[config.mk]
export PLATFORM = sky130hd
export DESIGN_NAME = multicycle_sequencer
export DESIGN_NICKNAME = d
export VERILOG_FILES = /design/src/rtl/cpu_ctrl_pkg.sv /design/src/rtl/wait_timer.sv /design/src/rtl/multicycle_sequencer.sv
export SDC_FILE = /design/constraint.sdc
export NUM_CORES = 1
export LEC_CHECK = 0
export ABC_AREA = 1
export BUFFER_PORTS_ARGS = -buffer_cell sky130_fd_sc_hd__buf_2
export CAP_MARGIN = 25
export CORE_UTILIZATION = 48
export DETAILED_ROUTE_END_ITERATION = 8
export PLACE_DENSITY = 0.71
export SLEW_MARGIN = 0
export SYNTH_ARGS = -nofsm -noshare
export SYNTH_HDL_FRONTEND = slang
export SYNTH_HIERARCHICAL = 1
export SYNTH_SLANG_ARGS = --single-unit
export TNS_END_PERCENT = 1
[constraint.sdc]
create_clock -name clk -period 1.85 [get_ports clk]
set_input_delay 0.2775 -clock clk [delete_from_list [all_inputs] [get_ports clk]]
set_output_delay 0.2775 -clock clk [all_outputs]
set_load 0.03 [all_outputs]
[src/rtl/cpu_ctrl_pkg.sv]
// Shared encodings for the multi-cycle CPU control path: opcodes, ALU ops and sequencer states.
package cpu_ctrl_pkg;

   localparam logic [3:0] OP_ADD   = 4'b0000;
   localparam logic [3:0] OP_SUB   = 4'b0001;
   localparam logic [3:0] OP_LOAD  = 4'b0010;
   localparam logic [3:0] OP_STORE = 4'b0011;
   localparam logic [3:0] OP_JUMP  = 4'b0100;
   localparam logic [3:0] OP_HALT  = 4'b1111;

   localparam logic [1:0] ALU_ADD = 2'b00;
   localparam logic [1:0] ALU_SUB = 2'b01;

   typedef enum logic [2:0] {
      IDLE,
      FETCH,
      DECODE,
      EXEC,
      MEM,
      WB,
      FAULT
   } state_t;

   function automatic logic op_legal(input logic [3:0] op);
      return (op == OP_ADD) || (op == OP_SUB) || (op == OP_LOAD) ||
             (op == OP_STORE) || (op == OP_JUMP) || (op == OP_HALT);
   endfunction

endpackage

[src/rtl/wait_timer.sv]
// Memory-wait counter: counts stalled cycles of one access, flags when the limit is reached.
// WAIT_LIMIT = 0 disables the expired flag.
module wait_timer #(
   parameter int WAIT_LIMIT = 15
) (
   input  logic clk,
   input  logic reset,
   input  logic clear,
   input  logic inc,
   output logic expired
);

   localparam int W = (WAIT_LIMIT > 1) ? $clog2(WAIT_LIMIT + 1) : 1;
   localparam logic [W-1:0] LIMIT = W'(WAIT_LIMIT);

   logic [W-1:0] count;

   always_ff @(posedge clk) begin
      if (reset || clear) begin
         count <= '0;
      end else if (inc) begin
         count <= count + W'(1);
      end
   end

   assign expired = (WAIT_LIMIT > 0) && (count == LIMIT);

endmodule

[src/rtl/multicycle_sequencer.sv]
// Cycle-sequenced control for the 4-bit-opcode CPU: FETCH/DECODE/EXEC/MEM/WB with memory wait timeout.
// Strobes are Moore decodes of state; only FETCH/MEM completion is qualified by memReady.
module multicycle_sequencer #(
   parameter int WAIT_LIMIT = 15,
   parameter int CNT_W      = 16
) (
   input  logic             clk,
   input  logic             reset,
   input  logic             start,
   input  logic [3:0]       opcode,
   input  logic             memReady,
   output logic             irWrite,
   output logic             pcWrite,
   output logic             pcSrc,
   output logic             memRead,
   output logic             memWrite,
   output logic             regWrite,
   output logic [1:0]       aluOp,
   output logic             jump,
   output logic             busy,
   output logic             fault,
   output logic [CNT_W-1:0] retired
);

   import cpu_ctrl_pkg::*;

   state_t     state, state_nxt;
   logic [3:0] op_q;
   logic       in_wait;
   logic       expired;
   logic       retire;

   assign in_wait = (state == FETCH) || (state == MEM);

   // Cleared whenever no access is pending, so every FETCH/MEM entry starts from zero.
   wait_timer #(.WAIT_LIMIT(WAIT_LIMIT)) u_wait_timer (
      .clk     (clk),
      .reset   (reset),
      .clear   (!in_wait || memReady),
      .inc     (in_wait && !memReady),
      .expired (expired)
   );

   always_ff @(posedge clk) begin
      if (reset) begin
         state   <= IDLE;
         op_q    <= '0;
         retired <= '0;
      end else begin
         state <= state_nxt;
         if (state == DECODE) begin
            op_q <= opcode;
         end
         if (retire) begin
            retired <= retired + CNT_W'(1);
         end
      end
   end

   always_comb begin
      state_nxt = state;
      irWrite   = 1'b0;
      pcWrite   = 1'b0;
      pcSrc     = 1'b0;
      memRead   = 1'b0;
      memWrite  = 1'b0;
      regWrite  = 1'b0;
      aluOp     = ALU_ADD;
      jump      = 1'b0;
      retire    = 1'b0;
      case (state)
         IDLE: begin
            if (start) state_nxt = FETCH;
         end
         FETCH: begin
            memRead = 1'b1;
            if (memReady) begin
               irWrite   = 1'b1;
               pcWrite   = 1'b1;
               state_nxt = DECODE;
            end else if (expired) begin
               state_nxt = FAULT;
            end
         end
         DECODE: begin
            if (opcode == OP_HALT) begin
               retire    = 1'b1;
               state_nxt = IDLE;
            end else if (!op_legal(opcode)) begin
               state_nxt = FAULT;
            end else begin
               state_nxt = EXEC;
            end
         end
         EXEC: begin
            aluOp = (op_q == OP_SUB) ? ALU_SUB : ALU_ADD;
            case (op_q)
               OP_ADD, OP_SUB:   state_nxt = WB;
               OP_LOAD, OP_STORE: state_nxt = MEM;
               OP_JUMP: begin
                  pcWrite   = 1'b1;
                  pcSrc     = 1'b1;
                  jump      = 1'b1;
                  retire    = 1'b1;
                  state_nxt = FETCH;
               end
               default: state_nxt = FAULT;
            endcase
         end
         MEM: begin
            memRead  = (op_q == OP_LOAD);
            memWrite = (op_q != OP_LOAD);
            if (memReady) begin
               if (op_q == OP_LOAD) begin
                  state_nxt = WB;
               end else begin
                  retire    = 1'b1;
                  state_nxt = FETCH;
               end
            end else if (expired) begin
               state_nxt = FAULT;
            end
         end
         WB: begin
            regWrite  = 1'b1;
            aluOp     = (op_q == OP_SUB) ? ALU_SUB : ALU_ADD;
            retire    = 1'b1;
            state_nxt = FETCH;
         end
         FAULT: state_nxt = FAULT;
         default: state_nxt = IDLE;
      endcase
   end

   assign busy  = (state != IDLE) && (state != FAULT);
   assign fault = (state == FAULT);

endmodule

==> qor.yml, run 1 <==
run_status: "finished clean"
startpoint: "state[0]"
setup_viol: 0
synth_edf_count: 0
swShare_pct: 43.49
vias_per_cell: 5.282
yosys.cell_types.count: 30
comb_power_share_pct: 41.6
drive_gt1_share_pct: 26.14
synth_cells: 271
seqPwrFrac_pct: 39.6
h-tree-depth: 1
cp_data_required_time_ns: 1.57
fin_crit_ns: 1.800
crit_fanout: 5
cp-endpoint: "aluOp[0]"
clk_latency_ns: 0.27
ir_drop_uv: 502.1
final_nets: 317
cp-end-kind: "output port"
antenna_found_initial: 0
ys.flop_type: "dfxtp_1"
grt_pass1_wl_um: 7555
start_util_pct: 49.79
num_vias: 1870
portBuffers: 33
cp-start-kind: "flop"
critPathBufInv: 1
grt_usage_pct: 23.22
p_leak_nw: 0.8540
critPathMaxStageDelay_ns: 0.41
synth_area_um2: 1823
io_pins: 35
p_switching_mw: 0.7811
dp_hpwl_um: 3209
rows: 22
async_flop_share_pct: 0
dpl_cell_area_um2: 2042
clockBufferDepth: 2
period_share_pct: 97.29
syn_to_final_growth_pct: 15.51
grt_pass1_vias: 1718
die_w_um: 63.63
root_buffer: "clkbuf_8"
r2r_slack_ns: 0.28
final_area_um2: 2106
num_antenna_cells: 0
tritoncts: "yes"
avgSynthCellArea_um2: 6.727
syn_nets: 281
cellPowerDensity_nw_per_um2: 853.0
slew_viol_final: 0
first_pass_iters: 4
cts_hold_buf: 0
crit_chain: "nand2_1 -> nor2_4 -> o21ai_0 -> nor4_4 -> buf_2"
cts_setup_buffers: 0
total_power_mw: 1.796
ys_seq_area_share_pct: 29.65
rsz0062_at_grt: "yes"
die_h_um: 63.63
yosys_register_bits: 27
clock_sinks: 27
r2r_start: "state[0]"
max_freq_ghz: 0.5556
max-cap-violations: 0
p_int_mw: 1.015
reg2regPathDepth: 9
hold_violations: 0
cpMaxStageDelayCell: "dfxtp_1"
drt_iter0_markers: 116
drc: 0
path_clk_slew_ns: 0.09
wire_per_inst_um: 12.27
pwr-share-clk_pct: 18.8
crit_cells: 5
die-area_um2: 4048
crit_type: "flop to output port"
arrival_ns: 1.52
wirelength_um: 4344
final_antenna_net_count: 0
cts-buffers-inserted: 3
r2r-end: "u_wait_timer/count[1]"
overflow: 0
place_congestion: 0.8563
core_region_area_um2: 3661
whs_ns: 0.2599
hp-class: "primary input to flop"
synth_warnings: 6
utilization_pct: 57.52
grt_max_degree: 19
skew_ns: 0.002404
cp_top_family: "simple AND/OR/NAND/NOR gates"
[metal layers]
metal,up-vias,routed length (µm),track usage [%]
li1,963,-,-
met1,849,2135,30.95
met2,56,1981,37.23
met3,2,206,4.529
met4,0,21,7.386
met5,-,0,0
[cells in the mapped netlist, types with 3 or more instances]
| master | number | area, µm² |
|---|---|---|
| a21oi_2 | 10 | 87.58 |
| nand3_1 | 16 | 80.08 |
| dfxtp_1 | 27 | 540.5 |
| inv_1 | 26 | 97.59 |
| nand4_1 | 22 | 137.6 |
| nand2_1 | 61 | 229.0 |
| xor2_1 | 5 | 43.79 |
| nand2_2 | 11 | 68.82 |
| nor2_1 | 40 | 150.1 |
| clkbuf_1 | 3 | 11.26 |
| nor2_2 | 4 | 25.02 |
| a21oi_1 | 15 | 75.07 |
| o21ai_0 | 9 | 45.04 |
[registers in the layout, summed over array words and instances, names as in the netlist]
signal	cells
retired	16
u_wait_timer/count	4
state	3
op_q	4
[power groups by stage]
stage / Sequential [mW] / Clock, mW / Combinational [mW]
after floorplan: 0.714 / 0 / 0.559
after global placement: 0.712 / 0 / 0.721
after detailed placement: 0.715 / 0 / 0.720
after CTS: 0.702 / 0.349 / 0.729
after global routing: 0.719 / 0.371 / 0.826
final: 0.711 / 0.339 / 0.747
[timing repair]
item                                    in CTS  in global routing
hold endpoints to repair                     0                  0
endpoints found under the setup margin       1                  5
gates resized for setup                      1                  5
[tightest hold or removal path, stage by stage]
cell,delay [ns]
buf_2,0.10
nor2_1,0.04
nor2_1,0.08
[final cells by class]
type | instances | area [µm²]
clock buffer | 4 | 45.04
fill | 375 | 1555
inverter | 27 | 101.3
multi-input combinational | 208 | 1140
sequential | 27 | 541.8
tap | 48 | 60.06
timing repair buffer | 40 | 217.7
[worst min path at each step]
stage          slack, ns                  start  depth (start not counted)                     to
2_1_floorplan       0.41              opcode[3]                          2                op_q[3]
3_3_place_gp        0.49  u_wait_timer/count[3]                          2  u_wait_timer/count[3]
3_5_place_dp        0.49  u_wait_timer/count[3]                          2  u_wait_timer/count[3]
4_1_cts             0.26              opcode[3]                          3                op_q[3]
5_1_grt             0.29              opcode[3]                          3                op_q[3]
6_report            0.26              opcode[3]                          3                op_q[3]
[per-stage QoR]
step,TNS [ns],worst slack (ns),cells
final,0,0.05013,354
after global routing,-0.06375,-0.03849,354
after CTS,0,0.01259,354
after detailed placement,0,0.2986,350
after global placement,0,0.3213,350
after floorplan,0,0.08740,271
[cell usage in the layout (no fill, tap or decap), drive strengths merged]
master / n
nor2: 45
xor2: 5
a21oi: 26
buf: 40
inv: 27
nor4: 1
xnor2: 2
clkbuf: 4
o21a: 1
dfxtp: 27
and3: 1
nand4: 23
a31oi: 1
o21ai: 9
ha: 2
nand2: 72
nand3: 18
o311ai: 1
conb: 1
[kinds of logic after synthesis]
group / Yosys count / synth area share [%]
flip-flops: 27 / 29.65
buffers and inverters: 36 / 9.608
AO/OA/AOI/OAI: 38 / 13.52
XOR/XNOR: 7 / 3.363
adder cells (fa/ha/maj): 2 / 1.372
other: 1 / 0.2057
AND/OR/NAND/NOR: 160 / 42.28
(Power assumes the default switching activity.)
==> inputs of run 2 (changes only) <==
CELL_PAD_IN_SITES_DETAIL_PLACEMENT = 0   (was not set)
CELL_PAD_IN_SITES_GLOBAL_PLACEMENT = 1   (was not set)
CORE_UTILIZATION = 38   (was 48)
PLACE_DENSITY = 0.79   (was 0.71)
SYNTH_HIERARCHICAL = not set   (was 1)
==> qor.yml, run 2 <==
drive_gt1_share_pct: 19.13  # -7.0 points
synth.area.top_cells: "dfxtp_1 (32%), nand2_1 (13%), nor2_1 (9.0%)"
syn_nets: 273  # -2.8%
num_vias: 1782  # -4.7%
regMostFlops: "retired"
max_freq_ghz: 0.5892  # +6.1%
largest_reg_flops: 16  # unchanged
drc: 0  # unchanged
cts-buffers-inserted: 3  # unchanged
syn_to_final_growth_pct: 16.17
skew_ns: 0.009467  # +0.007063 ns
final_cell_mix: "nand2_1 (61), nor2_1 (41), buf_2 (33)"
grt_pass1_wl_um: 7272  # -3.7%
die_w_um: 69.09  # +8.6%
max-cap-violations: 0  # unchanged
yosys_register_bits: 27  # unchanged
period_share_pct: 91.74  # -5.6 points
wire_per_inst_um: 12.34  # +0.54%
grt_usage_pct: 18.68  # -4.5 points
cts_hold_buf: 0  # unchanged
cp_data_required_time_ns: 1.57  # about the same
io_pins: 35  # unchanged
ys.flop_type: "dfxtp_1"
cp-start-kind: "flop"
run_status: "finished clean"
wirelength_um: 4318  # -0.60%
clock_sinks: 27  # unchanged
p_leak_nw: 0.8588  # +0.56%
setup_viol: 0  # unchanged
dp_hpwl_um: 3199  # -0.31%
overflow: 0  # unchanged
final_antenna_net_count: 0  # unchanged
clk_latency_ns: 0.28  # about the same
fin_ws_ns: 0.1528  # +0.1027 ns
die_h_um: 69.09  # +8.6%
yosys.cell_types.count: 29  # -3.3%
synth_commonest_cells: "nand2_1 (61), nor2_1 (41), inv_1 (28)"
rsz0062_at_grt: "no"
async_flop_share_pct: 0  # unchanged
total_power_mw: 1.491  # -17%
synth_warnings: 0  # -6
slew_viol_final: 0  # unchanged
die-area_um2: 4773  # +18%
core_region_area_um2: 4354  # +19%
hp-class: "primary input to flop"
cp-end-kind: "output port"
path_clk_slew_ns: 0.10  # about the same
rows: 24  # +9.1%
vias_per_cell: 5.091  # -3.6%
pre_cts_ws_ns: 0.2910  # -0.007594 ns
arrival_ns: 1.42  # -0.10 ns
yosysMostFrequentCell: "nand2_1"
fin_tns_setup_ns: 0  # unchanged
avgSynthCellArea_um2: 6.503  # -3.3%
clockBufferDepth: 2  # unchanged
hold_violations: 0  # unchanged
root_buffer: "clkbuf_8"
r2r_slack_ns: 0.28  # about the same
final_cell_count_no_fill: 350  # -1.1%
synth_top_area_cell: "dfxtp_1"
grt_pass1_vias: 1507  # -12%
fin_crit_ns: 1.697  # -0.1027 ns
h-tree-depth: 1  # unchanged
grt_max_degree: 19  # unchanged
final_nets: 309  # -2.5%
reg_top3: "retired (16), op_q (4), u_wait_timer.count (4)"
first_pass_iters: 4  # unchanged
synth_cells: 263  # -3.0%
drt_iter0_markers: 50  # -57%
ir_drop_uv: 564.6  # +12%
dp_cells: 344  # -1.7%
cellPowerDensity_nw_per_um2: 750.6  # -12%
place_congestion: 0.8723  # +1.9%
portBuffers: 33  # unchanged
yosys.area.top_type_share_pct: 31.60  # +2.0 points
tritoncts: "yes"
antenna_found_initial: 0  # unchanged
synth_area_um2: 1710  # -6.2%
ys_seq_area_share_pct: 31.60  # +2.0 points
start_util_pct: 39.28  # -11 points
num_antenna_cells: 0  # unchanged
synth_edf_count: 0  # unchanged
layout_commonest_cell: "nand2_1"
crit_fanout: 4  # -1
crit_type: "flop to output port"
-- run 2: changes by cell type after synthesis, sizes merged, moves of 2 or more --
cell,before,now
inv,27,29
nand2,72,61
o21ai,9,13
nor3,0,3
xor2,5,7
a21oi,26,20
-- run 2: final cells by class --
cell class,instances,area [µm²]
well taps,52,65.06
clock buffers,3,41.29
inverters,29,108.9
multi-input cells,198,1002
flip-flops and latches,27,544.3
fillers,483,2367
clock inverters,1,7.507
repair buffers,40,217.7
-- run 2: path summary, 6_finish.rpt --
check | depth (start not counted) | end | from
worst max-delay path | 4 | aluOp[0] | op_q[1]
worst min-delay path | 3 | op_q[1] | opcode[1]
worst max register to register | 8 | retired[14] | retired[0]
worst min register to register | 1 | u_wait_timer.count[0] | u_wait_timer.count[0]
-- run 2: cell families (layout without fill, tap and decap cells) --
family,Yosys count,in the layout,share of synthesized area [%]
compound gates,34,34,10.83
xor+xnor,8,8,4.097
fa+ha+maj,2,2,1.463
buf+inv,38,73,9.802
flops,27,27,31.60
other cells,1,1,0.2192
simple gates,153,153,41.99
-- run 2: through the flow --
step	hold WS (ns)	area, µm²	utilization (%)
after floorplan	0.4124	1710	-
after global placement	0.4297	1919	44.08
after detailed placement	0.4377	1919	44.08
after CTS	0.2471	1984	45.57
after global routing	0.2480	1987	45.63
final	0.2514	1987	45.63
-- run 2: routing by layer --
layer | part of all wire [%] | wire, µm | GRT usage, %
met5 | 0 | 0 | 0
met2 | 43 | 1840 | 28.37
met1 | 52 | 2253 | 27.46
met4 | 0.58 | 25 | 3.401
met3 | 4.6 | 199 | 3.655
-- run 2: power by group --
part | switching [mW] | internal [mW] | leakage [nW] | total [mW]
Combinational | 0.328 | 0.133 | 0.618 | 0.460
Sequential | 0.0552 | 0.626 | 0.219 | 0.681
Clock | 0.197 | 0.153 | 0.0217 | 0.350
Total | 0.580 | 0.912 | 0.859 | 1.49
-- run 2: critical path, stage by stage, from the launching register on --
cell and delay (ns):
dfxtp_1 0.34, nor2_1 0.30, nand3_1 0.14, nor3_1 0.14, buf_2 0.22
-- run 2: repair_timing --
action / CTS / global route
setup endpoints to repair: 3 / 2
buffers inserted: 2 / 0
resized for setup: 1 / 2
cloned: 0 / 0
==> inputs of run 3 (changes only) <==
ABC_AREA = not set   (was 1)
CORE_MARGIN = 4   (was not set)
CORE_UTILIZATION = 39   (was 38)
HOLD_SLACK_MARGIN = 0.1   (was not set)
PLACE_DENSITY = 0.78   (was 0.79)
==> qor.yml, run 3 <==
drive_gt1_share_pct: 44.31  # +25 points
core_region_area_um2: 3771  # -13%
dp_hpwl_um: 3192  # -0.22%
vias_per_cell: 5.792  # +14%
seqPwrFrac_pct: 46.6  # +0.9 points
drt_iter0_markers: 180  # +260%
cp-end-kind: "flop"
hp-class: "primary input to flop"
synth_warnings: 0  # unchanged
fillers: 336  # -30%
tritoncts: "yes"
use_met1_pct: 18.86  # -8.6 points
cellPowerDensity_nw_per_um2: 573.9  # -24%
h-tree-depth: 1  # unchanged
grtUsageMet2_pct: 32.04  # +3.7 points
yosysMostFrequentCell: "dfxtp_1"
syn_nets: 202  # -26%
slew_viol_final: 0  # unchanged
yosys_register_bits: 27  # unchanged
p_switching_mw: 0.3943  # -32%
pwr-share-clk_pct: 25.7  # +2.3 points
antenna_found_initial: 0  # unchanged
whs_ns: 0.3393  # +0.08788 ns
total_power_mw: 1.295  # -13%
reg_top3: "retired (16), op_q (4), u_wait_timer.count (4)"
swShare_pct: 30.44  # -8.4 points
drc: 0  # unchanged
use_met3_pct: 3.086  # -0.57 points
utilization_pct: 59.85  # +14 points
pre_cts_ws_ns: -0.1443  # -0.4353 ns
rsz0062_at_grt: "yes"
violations: "negative setup slack"
largest_reg_flops: 16  # unchanged
num_vias: 1755  # -1.5%
setup_viol: 17  # +17
die_h_um: 71.58  # +3.6%
busiest_layer: "met2"
synth_top_area_cell: "dfxtp_1"
hold_violations: 0  # unchanged
period_share_pct: 106.5  # +15 points
skew_ns: 0.004710  # -0.004757 ns
place_congestion: 0.8051  # -7.7%
fin_tns_setup_ns: -1.265  # -1.265 ns
cp-start-kind: "flop"
fin_ws_ns: -0.1208  # -0.2736 ns
start_util_pct: 41.80  # +2.5 points
cp_data_required_time_ns: 2.01  # +0.44 ns
root_buffer: "clkbuf_8"
p_leak_nw: 0.9223  # +7.4%
crit_type: "flop to flop"
ir_drop_uv: 340.5  # -40%
yosys.area.top_type_share_pct: 34.29  # +2.7 points
run_status: "complete, but fails checks"
path_clk_slew_ns: 0.09  # about the same
overflow: 0  # unchanged
max_freq_ghz: 0.5074  # -14%
final_nets: 266  # -14%
synth_edf_count: 0  # unchanged
clockBufferDepth: 2  # unchanged
clk_latency_ns: 0.27  # about the same
first_pass_iters: 4  # unchanged
grt_pass1_vias: 1731  # +15%
yosys.cell_types.count: 46  # +59%
rows: 22  # -8.3%
crit_fanout: 5  # +1
io_pins: 35  # unchanged
grt_max_degree: 29  # +10
multi_input_area_um2: 1091  # +8.9%
synth_cells: 192  # -27%
final_cell_mix: "buf_4 (38), buf_2 (28), a21oi_1 (16), dfxtp_1 (16), nor2_1 (15)"
regArea_um2: 559.3  # +2.8%
grt_pass1_wl_um: 7307  # +0.48%
avgSynthCellArea_um2: 8.211  # +26%
wire_per_inst_um: 15.19  # +23%
portBuffers: 33  # unchanged
max-cap-violations: 0  # unchanged
cts-buffers-inserted: 3  # unchanged
die_w_um: 71.58  # +3.6%
synth.area.top_cells: "dfxtp_1 (34%), a21oi_1 (5.4%), nor2_1 (3.8%)"
ys_seq_area_share_pct: 34.29  # +2.7 points
worst_slew_pin_slew_ns: 0.5989
regMostFlops: "retired"
num_antenna_cells: 0  # unchanged
ys.flop_type: "dfxtp_1"
synth_commonest_cells: "dfxtp_1 (27), a21oi_1 (17), nor2_1 (16)"
wirelength_um: 4602  # +6.6%
die-area_um2: 5124  # +7.3%
fin_crit_ns: 1.971  # +0.2736 ns
syn_to_final_growth_pct: 43.17
arrival_ns: 2.13  # +0.71 ns
comb_power_share_pct: 27.7  # -3.2 points
final_antenna_net_count: 0  # unchanged
clock_sinks: 27  # unchanged
p_int_mw: 0.9010  # -1.2%
maxSlewHeadroom_pct: 59.55
layout_commonest_cell: "buf_4"
synth_area_um2: 1577  # -7.8%
async_flop_share_pct: 0  # unchanged
grt_usage_pct: 17.08  # -1.6 points
[run 3: critical path: stages (launching register included)]
cell and delay (ns):
dfxtp_2 0.33, or4b_4 0.58, o211a_4 0.32, buf_4 0.16, nor4_4 0.16, mux2_4 0.32
[run 3: layout make-up]
| cell class | instances | share of cell area [%] |
|---|---|---|
| flip-flops and latches | 27 | 24.78 |
| clock buffers | 4 | 1.996 |
| repair buffers | 71 | 21.73 |
| multi-input cells | 150 | 48.34 |
| inverters | 3 | 0.4989 |
| well taps | 48 | 2.661 |
[run 3: power by group through the flow]
| stage | logic [mW] | clock network, mW | registers, mW |
|---|---|---|---|
| 3_5_place_dp | 0.312 | 0 | 0.617 |
| 2_1_floorplan | 0.178 | 0 | 0.628 |
| 6_report | 0.359 | 0.332 | 0.604 |
| 4_1_cts | 0.322 | 0.335 | 0.603 |
| 5_1_grt | 0.391 | 0.362 | 0.605 |
| 3_3_place_gp | 0.302 | 0 | 0.615 |
[run 3: logic make-up after synthesis]
family / Yosys count / share of synthesized area (%)
AOI/OAI and AO/OA: 47 / 19.29
xor gates and xnor gates: 2 / 1.111
adders and majority gates: 2 / 1.587
buffers and inverters: 17 / 5.397
DFF: 27 / 34.29
muxes: 7 / 5.000
other: 1 / 0.2379
and+or+nand+nor: 89 / 33.10
[run 3: per-stage QoR]
stage,area [µm²],std cells
after floorplan,1618,192
after global placement,2059,296
after detailed placement,2059,296
after CTS,2152,300
after global routing,2257,303
final,2257,303
[run 3: final timing paths]
| kind | slack (ns) | cells after the start | endpoint | from |
|---|---|---|---|---|
| max reg2reg | -0.12 | 5 | retired[8] | op_q[3] |
| min reg2reg | 0.46 | 1 | u_wait_timer.count[0] | u_wait_timer.count[0] |
| min | 0.34 | 3 | state[0] | start |
| max | -0.12 | 5 | retired[8] | op_q[3] |
[run 3: layer usage]
layer  part of all wire (%)  routed length, µm
met5                      0                  0
met4                    2.0                 92
met3                    5.2                239
met2                     50               2319
met1                     42               1950
[run 3: what timing repair did]
item	in CTS	in global routing
setup buffers	0	1
gates resized for setup	11	21
setup endpoints to repair	21	23
hold buffers	0	0
cloned	0	2
pin swaps	4	7
hold endpoints to repair	0	0
